File: src/rtl/sram_row_sequencer.sv
// sram_row_sequencer: runs one SRAM row access at a time through three phases.
// The phases are SETUP (wordline and bitlines settle), PULSE (read/write strobe)
// and HOLD (write latch). Read data is captured from the sensed BL1 bus.
// Optional feature macro: SRAM_ROW_SEQ_BLCHECK_EN. When it is defined, the block
// flags sensed bitline pairs that are not complementary on reads (rsp_err).
//
// state | meaning
// IDLE  | waiting for a request, req_ready=1
// SETUP | wordline/bitlines driven, strobe low
// PULSE | read_pulse or write_pulse high; read data captured on last cycle
// HOLD  | strobe low, wordline/write drive held while cells latch
module sram_row_sequencer #(
  parameter int ADDR_W    = 4,
  parameter int DATA_W    = 8,
  parameter int SETUP_CYC = 1,
  parameter int PULSE_CYC = 2,
  parameter int HOLD_CYC  = 1
) (
  input  logic                 clk,
  input  logic                 rst_n,
  input  logic                 req_valid,
  output logic                 req_ready,
  input  logic                 req_we,
  input  logic [ADDR_W-1:0]    req_addr,
  input  logic [DATA_W-1:0]    req_wdata,
  output logic                 rsp_valid,
  output logic [DATA_W-1:0]    rsp_rdata,
  output logic                 rsp_err,
  output logic [2**ADDR_W-1:0] wl,
  output logic [DATA_W-1:0]    bl1_drv,
  output logic [DATA_W-1:0]    bl2_drv,
  output logic                 bl_oe,
  output logic                 read_pulse,
  output logic                 write_pulse,
  input  logic [DATA_W-1:0]    bl1_sense,
  input  logic [DATA_W-1:0]    bl2_sense
);

  localparam int ROWS = 2**ADDR_W;
  localparam int CNT_W = 8;
  localparam logic [CNT_W-1:0] CNT_ONE = CNT_W'(1);

  typedef enum logic [1:0] {IDLE, SETUP, PULSE, HOLD} state_t;

  state_t            state_q, state_d;
  logic [CNT_W-1:0]  cnt_q, cnt_d;
  logic              we_q;
  logic [ADDR_W-1:0] addr_q;
  logic [DATA_W-1:0] wdata_q;
  logic              accept, capture, done;

  // Accept only from IDLE (where req_ready is high); requests are never queued.
  assign accept = (state_q == IDLE) && req_valid;

  // Next-state logic: each phase loads its length and counts down to 1.
  always_comb begin
    state_d = state_q;
    cnt_d   = cnt_q;
    capture = 1'b0;
    done    = 1'b0;
    case (state_q)
      IDLE: begin
        if (req_valid) begin
          state_d = SETUP;
          cnt_d   = CNT_W'(SETUP_CYC);
        end
      end
      SETUP: begin
        if (cnt_q == CNT_ONE) begin
          state_d = PULSE;
          cnt_d   = CNT_W'(PULSE_CYC);
        end else begin
          cnt_d = cnt_q - CNT_ONE;
        end
      end
      PULSE: begin
        if (cnt_q == CNT_ONE) begin
          state_d = HOLD;
          cnt_d   = CNT_W'(HOLD_CYC);
          capture = !we_q;
        end else begin
          cnt_d = cnt_q - CNT_ONE;
        end
      end
      HOLD: begin
        if (cnt_q == CNT_ONE) begin
          state_d = IDLE;
          cnt_d   = '0;
          done    = 1'b1;
        end else begin
          cnt_d = cnt_q - CNT_ONE;
        end
      end
      default: begin
        state_d = IDLE;
        cnt_d   = '0;
      end
    endcase
  end

  // Array-pin values for the coming cycle. On the accept edge, the request
  // fields are used directly so the wordline rises in the first SETUP cycle.
  logic              we_sel, active;
  logic [ADDR_W-1:0] addr_sel;
  logic [DATA_W-1:0] wdata_sel;
  logic [ROWS-1:0]   wl_d;

  // Next values for the registered array outputs.
  always_comb begin
    we_sel    = accept ? req_we    : we_q;
    addr_sel  = accept ? req_addr  : addr_q;
    wdata_sel = accept ? req_wdata : wdata_q;
    active    = (state_d != IDLE);
    wl_d      = '0;
    if (active) wl_d[addr_sel] = 1'b1;
  end

  // State, request latch and registered outputs; reset aborts any access at once.
  always_ff @(posedge clk) begin
    if (!rst_n) begin
      state_q     <= IDLE;
      cnt_q       <= '0;
      we_q        <= 1'b0;
      addr_q      <= '0;
      wdata_q     <= '0;
      req_ready   <= 1'b1;
      rsp_valid   <= 1'b0;
      rsp_rdata   <= '0;
      wl          <= '0;
      bl1_drv     <= '0;
      bl2_drv     <= '0;
      bl_oe       <= 1'b0;
      read_pulse  <= 1'b0;
      write_pulse <= 1'b0;
    end else begin
      state_q     <= state_d;
      cnt_q       <= cnt_d;
      if (accept) begin
        we_q    <= req_we;
        addr_q  <= req_addr;
        wdata_q <= req_wdata;
      end
      req_ready   <= (state_d == IDLE);
      rsp_valid   <= done;
      wl          <= wl_d;
      bl_oe       <= active && we_sel;
      bl1_drv     <= (active && we_sel) ? wdata_sel  : '0;
      bl2_drv     <= (active && we_sel) ? ~wdata_sel : '0;
      read_pulse  <= (state_d == PULSE) && !we_sel;
      write_pulse <= (state_d == PULSE) && we_sel;
      // Per-bit test so that unknown sensed bits land as 0.
      if (capture) begin
        for (int i = 0; i < DATA_W; i++) begin
          if (bl1_sense[i]) rsp_rdata[i] <= 1'b1;
          else              rsp_rdata[i] <= 1'b0;
        end
      end
    end
  end

`ifdef SRAM_ROW_SEQ_BLCHECK_EN
  // Flag any bitline pair that sensed equal on a read; cleared by the next accept.
  always_ff @(posedge clk) begin
    if (!rst_n)       rsp_err <= 1'b0;
    else if (accept)  rsp_err <= 1'b0;
    else if (capture) rsp_err <= |(bl1_sense ~^ bl2_sense);
  end
`else
  logic unused_bl2;
  assign unused_bl2 = ^bl2_sense;
  assign rsp_err    = 1'b0;
`endif

endmodule
File: config.mk
export PLATFORM = sky130hd
export DESIGN_NAME = sram_row_sequencer
export DESIGN_NICKNAME = d
export VERILOG_FILES = /design/src/rtl/sram_row_sequencer.sv
export SDC_FILE = /design/constraint.sdc
export NUM_CORES = 1
export LEC_CHECK = 0
export CAP_MARGIN = 20
export CORE_ASPECT_RATIO = 1.5
export CORE_MARGIN = 4
export CORE_UTILIZATION = 49
export DETAILED_ROUTE_END_ITERATION = 10
export PLACE_DENSITY = 0.9
export SLEW_MARGIN = 30
export SYNTH_ARGS = -nofsm -noshare
export SYNTH_HDL_FRONTEND = slang
export SYNTH_SLANG_ARGS = --single-unit
File: constraint.sdc
create_clock -name clk -period 3.9 [get_ports clk]
set_clock_uncertainty 0.15 [all_clocks]
set_input_delay 0.78 -clock clk [delete_from_list [all_inputs] [get_ports clk]]
set_output_delay 0.78 -clock clk [all_outputs]
set_load 0.02 [all_outputs]
==> results_tabular.tex, run 1 <==
\begin{tabular}{lr}
\hline
Metric & Value \\
\hline
\multicolumn{2}{l}{\textbf{Placement}} \\
\quad I/O Buffers & a little under 70 \\
\quad Cell area after placement & $\sim$0.0032 sq mm \\
\quad Detailed placer's ending HPWL & around 3.8 mm \\
\quad Post-place setup slack & 0.917 ns \\
\quad Gpl congestion & 0.766 \\
\multicolumn{2}{l}{\textbf{Logic synthesis}} \\
\quad Netlist cell types & 44 \\
\quad Commonest cells post-synth & sky130\_fd\_sc\_hd\_\_dfxtp\_1, sky130\_fd\_sc\_hd\_\_nor2\_1, sky130\_fd\_sc\_hd\_\_mux2i\_1, sky130\_fd\_sc\_hd\_\_nand2\_1, sky130\_fd\_sc\_hd\_\_nor2b\_1 \\
\quad Mapped Cells & 247 \\
\quad Syn nets & between 200 and 300 \\
\quad Leading register cell type out of synthesis & sky130\_fd\_sc\_hd\_\_dfxtp\_1 \\
\quad Post-synthesis sequential element count & between 60 and 70 \\
\quad Post-Synthesis Mean Instance Area & 10.3 sq um \\
\quad Post-Synthesis Cell Area & around 0.0025 sq mm \\
\quad Multiplexer area fraction after synthesis & a little under a tenth \\
\quad Fraction of synthesized cell area in xor and xnor cells & less than 1\% \\
\quad Most common cell in the netlist & sky130\_fd\_sc\_hd\_\_dfxtp\_1 \\
\quad Ys async rst share & 0\% \\
\quad Sequential-to-total area share from yosys stat & 53.7\% \\
\quad Warnings, synthesis & 0 \\
\quad Area share of the leading cell type in the synthesized netlist & between 50\% and 60\% \\
\quad Share of the synthesized area in compound gates (AO/OA/AOI/OAI) & under 10\% \\
\quad Synth Area in Adders & less than 1\% \\
\quad Dominant combinational cell family by area after synthesis & simple AND/OR/NAND/NOR gates \\
\quad Number of synthesized flops with an enable pin & 0 \\
\quad Post-synthesis simple-gate area fraction & roughly a quarter \\
\quad Largest cells by area after synthesis & sky130\_fd\_sc\_hd\_\_dfxtp\_1, sky130\_fd\_sc\_hd\_\_mux2i\_1, sky130\_fd\_sc\_hd\_\_nor2b\_1 \\
\quad Area leader, netlist & sky130\_fd\_sc\_hd\_\_dfxtp\_1 \\
\multicolumn{2}{l}{\textbf{Pwr}} \\
\quad Sequential group share of total power & between 40 and 50\% \\
\quad Proportion of power drawn by combinational gates & 20.5\% \\
\quad Net switching fraction of the power & 27.3\% \\
\quad Total power of the final layout & $\sim$1.8 mW \\
\quad Switching pwr & between 0.4 and 0.5 mW \\
\quad Int Power & $\sim$1.3 mW \\
\quad P per Cell Area & 517 mW/mm\^{}2 \\
\quad Leak Pwr & 1.40 nW \\
\quad Clock share of power & about a third \\
\quad Worst supply voltage drop on vdd & $\sim$0.27 mV \\
\multicolumn{2}{l}{\textbf{Critical path}} \\
\quad Worst R2R Path Depth & 5 \\
\quad Crit. Startpoint & req\_valid \\
\quad FF-to-FF End & rsp\_rdata[3] \\
\quad Crit path required time & $\sim$4.0 ns \\
\quad Max Fanout on Critical Path & 11 \\
\quad Element type at the critical path start & primary input \\
\quad Maximum cell stage delay along the critical path & between 0.6 and 0.7 ns \\
\quad Slack of the worst reg-to-reg path & roughly 1.6 ns \\
\quad Critical path data arrival time & approximately 2.7 ns \\
\quad FF-to-FF Start & cnt\_q[0] \\
\quad Worst setup path endpoint & wl[7] \\
\quad Type of the worst setup path & in2reg \\
\quad Kind of end point of the critical path & flip-flop \\
\quad Highest-delay cell along the critical path & sky130\_fd\_sc\_hd\_\_nor3b\_4 \\
\quad Critical path cell sequence & clkdlybuf4s50\_1 -> nor3b\_4 -> mux2i\_1 -> nand2b\_1 -> nor2\_1 \\
\multicolumn{2}{l}{\textbf{GRT}} \\
\quad All-Layer GR Usage & between 10\% and 20\% \\
\quad Pin count of the biggest net entering global routing & 33 \\
\quad Antenna violations before repair & 0 \\
\quad Total grt overflow & 0 \\
\quad Global-route wire length before repair & about 8.4 mm \\
\quad Vias in the first global route & roughly 1900 \\
\multicolumn{2}{l}{\textbf{Routing}} \\
\quad Number of detailed-route iterations in the first pass & 4 \\
\quad Final routed DRC violation total & 0 \\
\quad Aggregate routed wire length & between 5 and 6 mm \\
\quad Via count of the routed design & about 1900 \\
\quad Starting DRT DRC Count & 95 \\
\quad Vias/cell & between 4 and 5 \\
\quad Drt wl/cell & approximately 14 um \\
\quad Remaining number of nets flagged by the antenna check after routing & 0 \\
\multicolumn{2}{l}{\textbf{Floorplanning}} \\
\quad Core area & between 0.004 and 0.005 sq mm \\
\quad Boundary pin count & 78 \\
\quad Area enclosed by the die boundary & 0.00641 sq mm \\
\quad Die Span X & around 67 um \\
\quad Height of the chip & between 90 and 100 um \\
\quad Initial core utilization & about half \\
\quad Number of cell rows & 31 \\
\multicolumn{2}{l}{\textbf{Clocking}} \\
\quad Root buffer selected by CTS & sky130\_fd\_sc\_hd\_\_clkbuf\_8 \\
\quad Total of hold buffers inserted after clock tree synthesis & 0 \\
\quad H-tree levels & 3 \\
\quad Post\_cts resized & 0 \\
\quad Clock latency of the later-clocked register in the worst-skew pair & about 0.34 ns \\
\quad Post-CTS setup repair buffer count & 0 \\
\quad TritonCTS clock tree & yes \\
\quad Clock slew at the register clock pins of the worst setup and hold paths & $\sim$0.07 ns \\
\quad Number of sinks handled by clock tree synthesis & 68 \\
\quad Clock buffers created by TritonCTS & 9 \\
\quad Longest Clk Path Bufs & 2 \\
\multicolumn{2}{l}{\textbf{Finish}} \\
\quad Layout Cell Area excl Fill & about 0.0035 sq mm \\
\quad Net count, final & approximately 350 \\
\quad Number of diodes & 0 \\
\quad Ratio of cells with drive above 1 in the final layout & around 8.4\% \\
\quad Area growth from synthesis to final layout & 36.4\% \\
\multicolumn{2}{l}{\textbf{STA}} \\
\quad Pin slew with the least headroom to its limit & 0.649 ns \\
\quad TNS Setup & 0 ns \\
\quad Fin. Hold Viols & 0 \\
\quad Unrepaired setup endpoints after global routing & false \\
\quad Achievable frequency & $\sim$370 MHz \\
\quad Headroom to the max-slew limit & a little under three fifths \\
\quad Max-slew violations & 0 \\
\quad Minimum setup slack in the final design & 1.22 ns \\
\quad Post-layout min period & 2.68 ns \\
\quad Number of setup violations in the final report & 0 \\
\quad Fin crit share & just under 70\% \\
\multicolumn{2}{l}{\textbf{Run status}} \\
\quad Result of the run & finished, final reports clean \\
\multicolumn{2}{l}{\textbf{Min path}} \\
\quad Kind of path behind the tightest hold check & reg2reg \\
\multicolumn{2}{l}{\textbf{Flow run}} \\
\quad Number of violations of the max-capacitance limit & 0 \\
\hline
\end{tabular}
[worst min path at each step]
| stage | cells past startpoint | start | slack [ns] | to |
|---|---|---|---|---|
| floorplan | 1 | we_q | 0.26 | read_pulse |
| global placement | 1 | we_q | 0.30 | read_pulse |
| detailed placement | 1 | we_q | 0.30 | read_pulse |
| CTS | 1 | we_q | 0.31 | read_pulse |
| global route | 1 | we_q | 0.35 | read_pulse |
| finish | 1 | we_q | 0.31 | read_pulse |
[placed cells by master, fill, tap and decap left out, types with 4 or more instances in the layout]
cell                              count
sky130_fd_sc_hd__a21oi_1              6
sky130_fd_sc_hd__a31oi_1              4
sky130_fd_sc_hd__and2b_1              4
sky130_fd_sc_hd__clkbuf_8            10
sky130_fd_sc_hd__clkdlybuf4s50_1     68
sky130_fd_sc_hd__dfxtp_1             68
sky130_fd_sc_hd__inv_1                7
sky130_fd_sc_hd__mux2i_1             22
sky130_fd_sc_hd__nand2_1             22
sky130_fd_sc_hd__nand2b_1             7
sky130_fd_sc_hd__nand3_1              4
sky130_fd_sc_hd__nor2_1              30
sky130_fd_sc_hd__nor2b_1             21
[critical path: cells and delay by family]
family,cells,cell delay (ns)
muxes,1,0.33
and+or+nand+nor,3,1.05
buffers and inverters,1,0.58
[registers in the layout, summed over array words and instances, names as in the netlist]
signal       count
write_pulse      1
we_q             1
state_q          2
req_ready        1
wl              16
addr_q           4
bl_oe            1
rsp_rdata        8
wdata_q          8
rsp_valid        1
read_pulse       1
bl1_drv          8
cnt_q            8
bl2_drv          8
[stage by stage]
stage	utilization, %	instances	hold WS (ns)
final	70.2	387	0.306
after global routing	70.2	387	0.353
after CTS	70.2	387	0.314
after detailed placement	65.8	372	0.302
after global placement	65.8	372	0.295
after floorplan	-	247	0.261
[logic make-up after synthesis]
| family | Yosys count |
|---|---|
| simple gates | 105 |
| flops | 68 |
| compound gates | 27 |
| mux | 24 |
| buf+inv | 18 |
| fa+ha+maj | 2 |
| xor+xnor | 2 |
| other cells | 1 |
[per-layer routing]
layer  share of wire, %  global-route usage, %
met5                  0                      0
met4                2.7                   10.8
met3                5.6                   5.72
met2                 55                   32.2
met1                 37                   17.2
[area by class of cell]
type	count	area, sq um
Timing Repair Buffer	70	696
Clock inverter	4	73.8
Sequential cell	68	1360
Tap cell	66	82.6
Inverter	7	26.3
Clock buffer	11	141
Fill cell	375	1470
Multi-Input combinational cell	161	1080
[power by group through the flow]
stage	Sequential (mW)	Combinational, mW	Clock [mW]
after floorplan	0.827	0.249	0
after global placement	0.815	0.354	0
after detailed placement	0.819	0.363	0
after CTS	0.804	0.368	0.627
after global routing	0.811	0.400	0.662
final	0.805	0.367	0.617
Note: power is estimated with default switching activity, not from simulation.
==> inputs of run 2 (changes only) <==
CORE_UTILIZATION = 41   (was 49)
PLACE_DENSITY = 0.81   (was 0.9)
clock period = 2.4 ns   (was 3.9 ns; I/O delays follow)
==> run 2 against run 1 <==
  * Global-route usage decreased by 3.6 points
  * Hold slack got worse by 0.0027 ns
  * Clock power increased by 41%
  * Routed wire length fell by 7.6%
  * First-iteration DRC count rose by 1.1%
  * Critical path depth is 1 higher
  * Die area increased by 17%
  * Power grew 56%
  * Critical endpoint is now wl[10]
  * Largest power group unchanged
==> results_tabular.tex, run 2 (synthesis results as in run 1) <==
\begin{tabular}{lr}
\hline
Metric & Value \\
\hline
\multicolumn{2}{l}{\textbf{Run status}} \\
\quad Result of the run & finished, final reports clean \\
\multicolumn{2}{l}{\textbf{Floorplanning}} \\
\quad Boundary pin count & just under 80 \\
\quad Number of cell rows & 34 \\
\quad Die Span X & between 70 and 80 um \\
\quad Initial core utilization & between 40\% and 50\% \\
\quad Height of the chip & about 100 um \\
\quad Core area & $\sim$0.0059 sq mm \\
\quad Area enclosed by the die boundary & between 0.007 and 0.008 sq mm \\
\multicolumn{2}{l}{\textbf{STA}} \\
\quad Minimum setup slack in the final design & 0.426 ns \\
\quad Post-layout min period & roughly 2 ns \\
\quad Fin crit share & 82.2\% \\
\quad Max-slew violations & 0 \\
\quad Fin. Hold Viols & 0 \\
\quad Achievable frequency & around 510 MHz \\
\quad TNS Setup & 0 ns \\
\quad Headroom to the max-slew limit & about two thirds \\
\quad Pin slew with the least headroom to its limit & approximately 0.50 ns \\
\quad Number of setup violations in the final report & 0 \\
\quad Unrepaired setup endpoints after global routing & false \\
\multicolumn{2}{l}{\textbf{Clocking}} \\
\quad Post-CTS setup repair buffer count & 0 \\
\quad Clock latency of the later-clocked register in the worst-skew pair & around 0.33 ns \\
\quad Clock buffers created by TritonCTS & 9 \\
\quad Clock slew at the register clock pins of the worst setup and hold paths & around 0.06 ns \\
\quad Root buffer selected by CTS & sky130\_fd\_sc\_hd\_\_clkbuf\_8 \\
\quad Longest Clk Path Bufs & 2 \\
\quad Post\_cts resized & 0 \\
\quad Total of hold buffers inserted after clock tree synthesis & 0 \\
\quad H-tree levels & 3 \\
\quad Number of sinks handled by clock tree synthesis & roughly 70 \\
\quad TritonCTS clock tree & yes \\
\multicolumn{2}{l}{\textbf{Routing}} \\
\quad Starting DRT DRC Count & 96 \\
\quad Aggregate routed wire length & about 5 mm \\
\quad Via count of the routed design & about 1900 \\
\quad Drt wl/cell & around 12 um \\
\quad Remaining number of nets flagged by the antenna check after routing & 0 \\
\quad Number of detailed-route iterations in the first pass & 4 \\
\quad Vias/cell & 4.77 \\
\quad Final routed DRC violation total & 0 \\
\multicolumn{2}{l}{\textbf{Finish}} \\
\quad Final std cells w/o fill & 400 \\
\quad Net count, final & about 360 \\
\quad Register bank with the most flops & wl \\
\quad Layout Cell Area excl Fill & roughly 0.0035 sq mm \\
\quad Area growth from synthesis to final layout & 37.5\% \\
\quad Number of diodes & 0 \\
\quad \# fillers & around 540 \\
\quad Number of flip-flops in the largest register & 16 \\
\quad Finished Core Util & between 50\% and 60\% \\
\quad Ratio of cells with drive above 1 in the final layout & roughly a tenth \\
\quad Most used cells in the layout excluding fill and tap cells & sky130\_fd\_sc\_hd\_\_dfxtp\_1, sky130\_fd\_sc\_hd\_\_clkdlybuf4s50\_1, sky130\_fd\_sc\_hd\_\_nor2\_1, sky130\_fd\_sc\_hd\_\_mux2i\_1, sky130\_fd\_sc\_hd\_\_nand2\_1 \\
\multicolumn{2}{l}{\textbf{GRT}} \\
\quad Antenna violations before repair & 0 \\
\quad Total grt overflow & 0 \\
\quad All-Layer GR Usage & around 14\% \\
\quad Vias in the first global route & 1812 \\
\quad Pin count of the biggest net entering global routing & 21 \\
\quad Global-route wire length before repair & 8.29 mm \\
\multicolumn{2}{l}{\textbf{Critical path}} \\
\quad Element type at the critical path start & primary input \\
\quad Crit-path leading delay family & buffers and inverters \\
\quad Kind of end point of the critical path & flip-flop \\
\quad Critical path data arrival time & a little over 2 ns \\
\quad FF-to-FF End & wl[10] \\
\quad FF-to-FF Start & state\_q[1] \\
\quad Slack of the worst reg-to-reg path & $\sim$0.53 ns \\
\quad Maximum cell stage delay along the critical path & 0.48 ns \\
\quad Critical path depth & 6 \\
\quad Worst R2R Path Depth & 5 \\
\quad Buffering stage count on the worst path with inverters included & 2 \\
\quad Type of the worst setup path & in2reg \\
\quad Max Fanout on Critical Path & 5 \\
\quad Critical path cell sequence & clkdlybuf4s50\_1 -> nor3b\_4 -> buf\_4 -> mux2\_2 -> nand2\_1 -> nor2\_1 \\
\quad Highest-delay cell along the critical path & sky130\_fd\_sc\_hd\_\_clkdlybuf4s50\_1 \\
\quad Crit path required time & about 2.5 ns \\
\multicolumn{2}{l}{\textbf{Min path}} \\
\quad Worst hold path cell count & 1 \\
\quad Kind of path behind the tightest hold check & reg2reg \\
\quad Hold Crit Start & we\_q \\
\quad End point of the worst hold path & read\_pulse \\
\multicolumn{2}{l}{\textbf{Placement}} \\
\quad Gpl congestion & $\sim$0.86 \\
\quad Cell area after placement & $\sim$0.0033 sq mm \\
\quad Detailed placer's ending HPWL & 3.71 mm \\
\quad Number of placed instances, taps included & $\sim$390 \\
\quad I/O Buffers & just under 70 \\
\quad Post-place setup slack & about 0.066 ns \\
\multicolumn{2}{l}{\textbf{Flow run}} \\
\quad Number of violations of the max-capacitance limit & 0 \\
\multicolumn{2}{l}{\textbf{Pwr}} \\
\quad P per Cell Area & between 700 and 800 mW/mm\^{}2 \\
\quad Leak Pwr & 1.42 nW \\
\quad Worst supply voltage drop on vdd & $\sim$0.37 mV \\
\hline
\end{tabular}
-- run 2: cell count changes in the layout (fill, tap and decap cells not counted), sizes merged --
cell | previous run | this run
buf | 2 | 9
clkinv | 2 | 4
bufinv | 2 | 1
clkbuf | 11 | 10
-- run 2: through the flow --
step	total power, mW	hold WS [ns]
2_1_floorplan	1.75	0.261
3_3_place_gp	1.92	0.295
3_5_place_dp	1.94	0.295
4_1_cts	2.82	0.304
5_1_grt	2.94	0.340
6_report	2.78	0.303
-- run 2: worst max path at each step --
stage	start	end	slack [ns]
floorplan	req_valid	wl[0]	0.73
global placement	req_valid	addr_q[3]	0.09
detailed placement	req_valid	wl[10]	0.07
CTS	req_valid	wl[10]	0.42
global route	req_valid	wl[7]	0.25
finish	req_valid	wl[10]	0.43
-- run 2: final cells by class --
type | instances | area, sq um | area share, %
Tap cell | 72 | 90.1 | 2.59
Sequential cell | 68 | 1360 | 39.1
Timing Repair Buffer | 77 | 748 | 21.5
Inverter | 7 | 26.3 | 0.754
Clock inverter | 5 | 53.8 | 1.54
Multi-Input combinational cell | 161 | 1080 | 30.9
Clock buffer | 10 | 128 | 3.66
-- run 2: worst register-to-register path: stages, from the launching register on --
cell and delay [ns]:
sky130_fd_sc_hd__dfxtp_1 0.46, sky130_fd_sc_hd__nor3b_4 0.40, sky130_fd_sc_hd__buf_4 0.21, sky130_fd_sc_hd__mux2_2 0.38, sky130_fd_sc_hd__nand2_1 0.11, sky130_fd_sc_hd__nor2_1 0.05
-- run 2: power breakdown --
| group | internal [mW] | total (mW) | switching [mW] |
|---|---|---|---|
| combinational | 0.304 | 0.611 | 0.308 |
| sequential | 1.22 | 1.30 | 0.0868 |
| clock | 0.470 | 0.868 | 0.397 |
-- run 2: metal layers --
layer | routed length (um) | part of all wire [%] | GRT usage, % | up-vias
met5 | 0 | 0 | 0 | -
met4 | 121 | 2.5 | 9.01 | 0
met3 | 302 | 6.2 | 4.26 | 8
met2 | 2600 | 53 | 24.1 | 56
met1 | 1890 | 39 | 15.0 | 874
li1 | - | - | - | 971
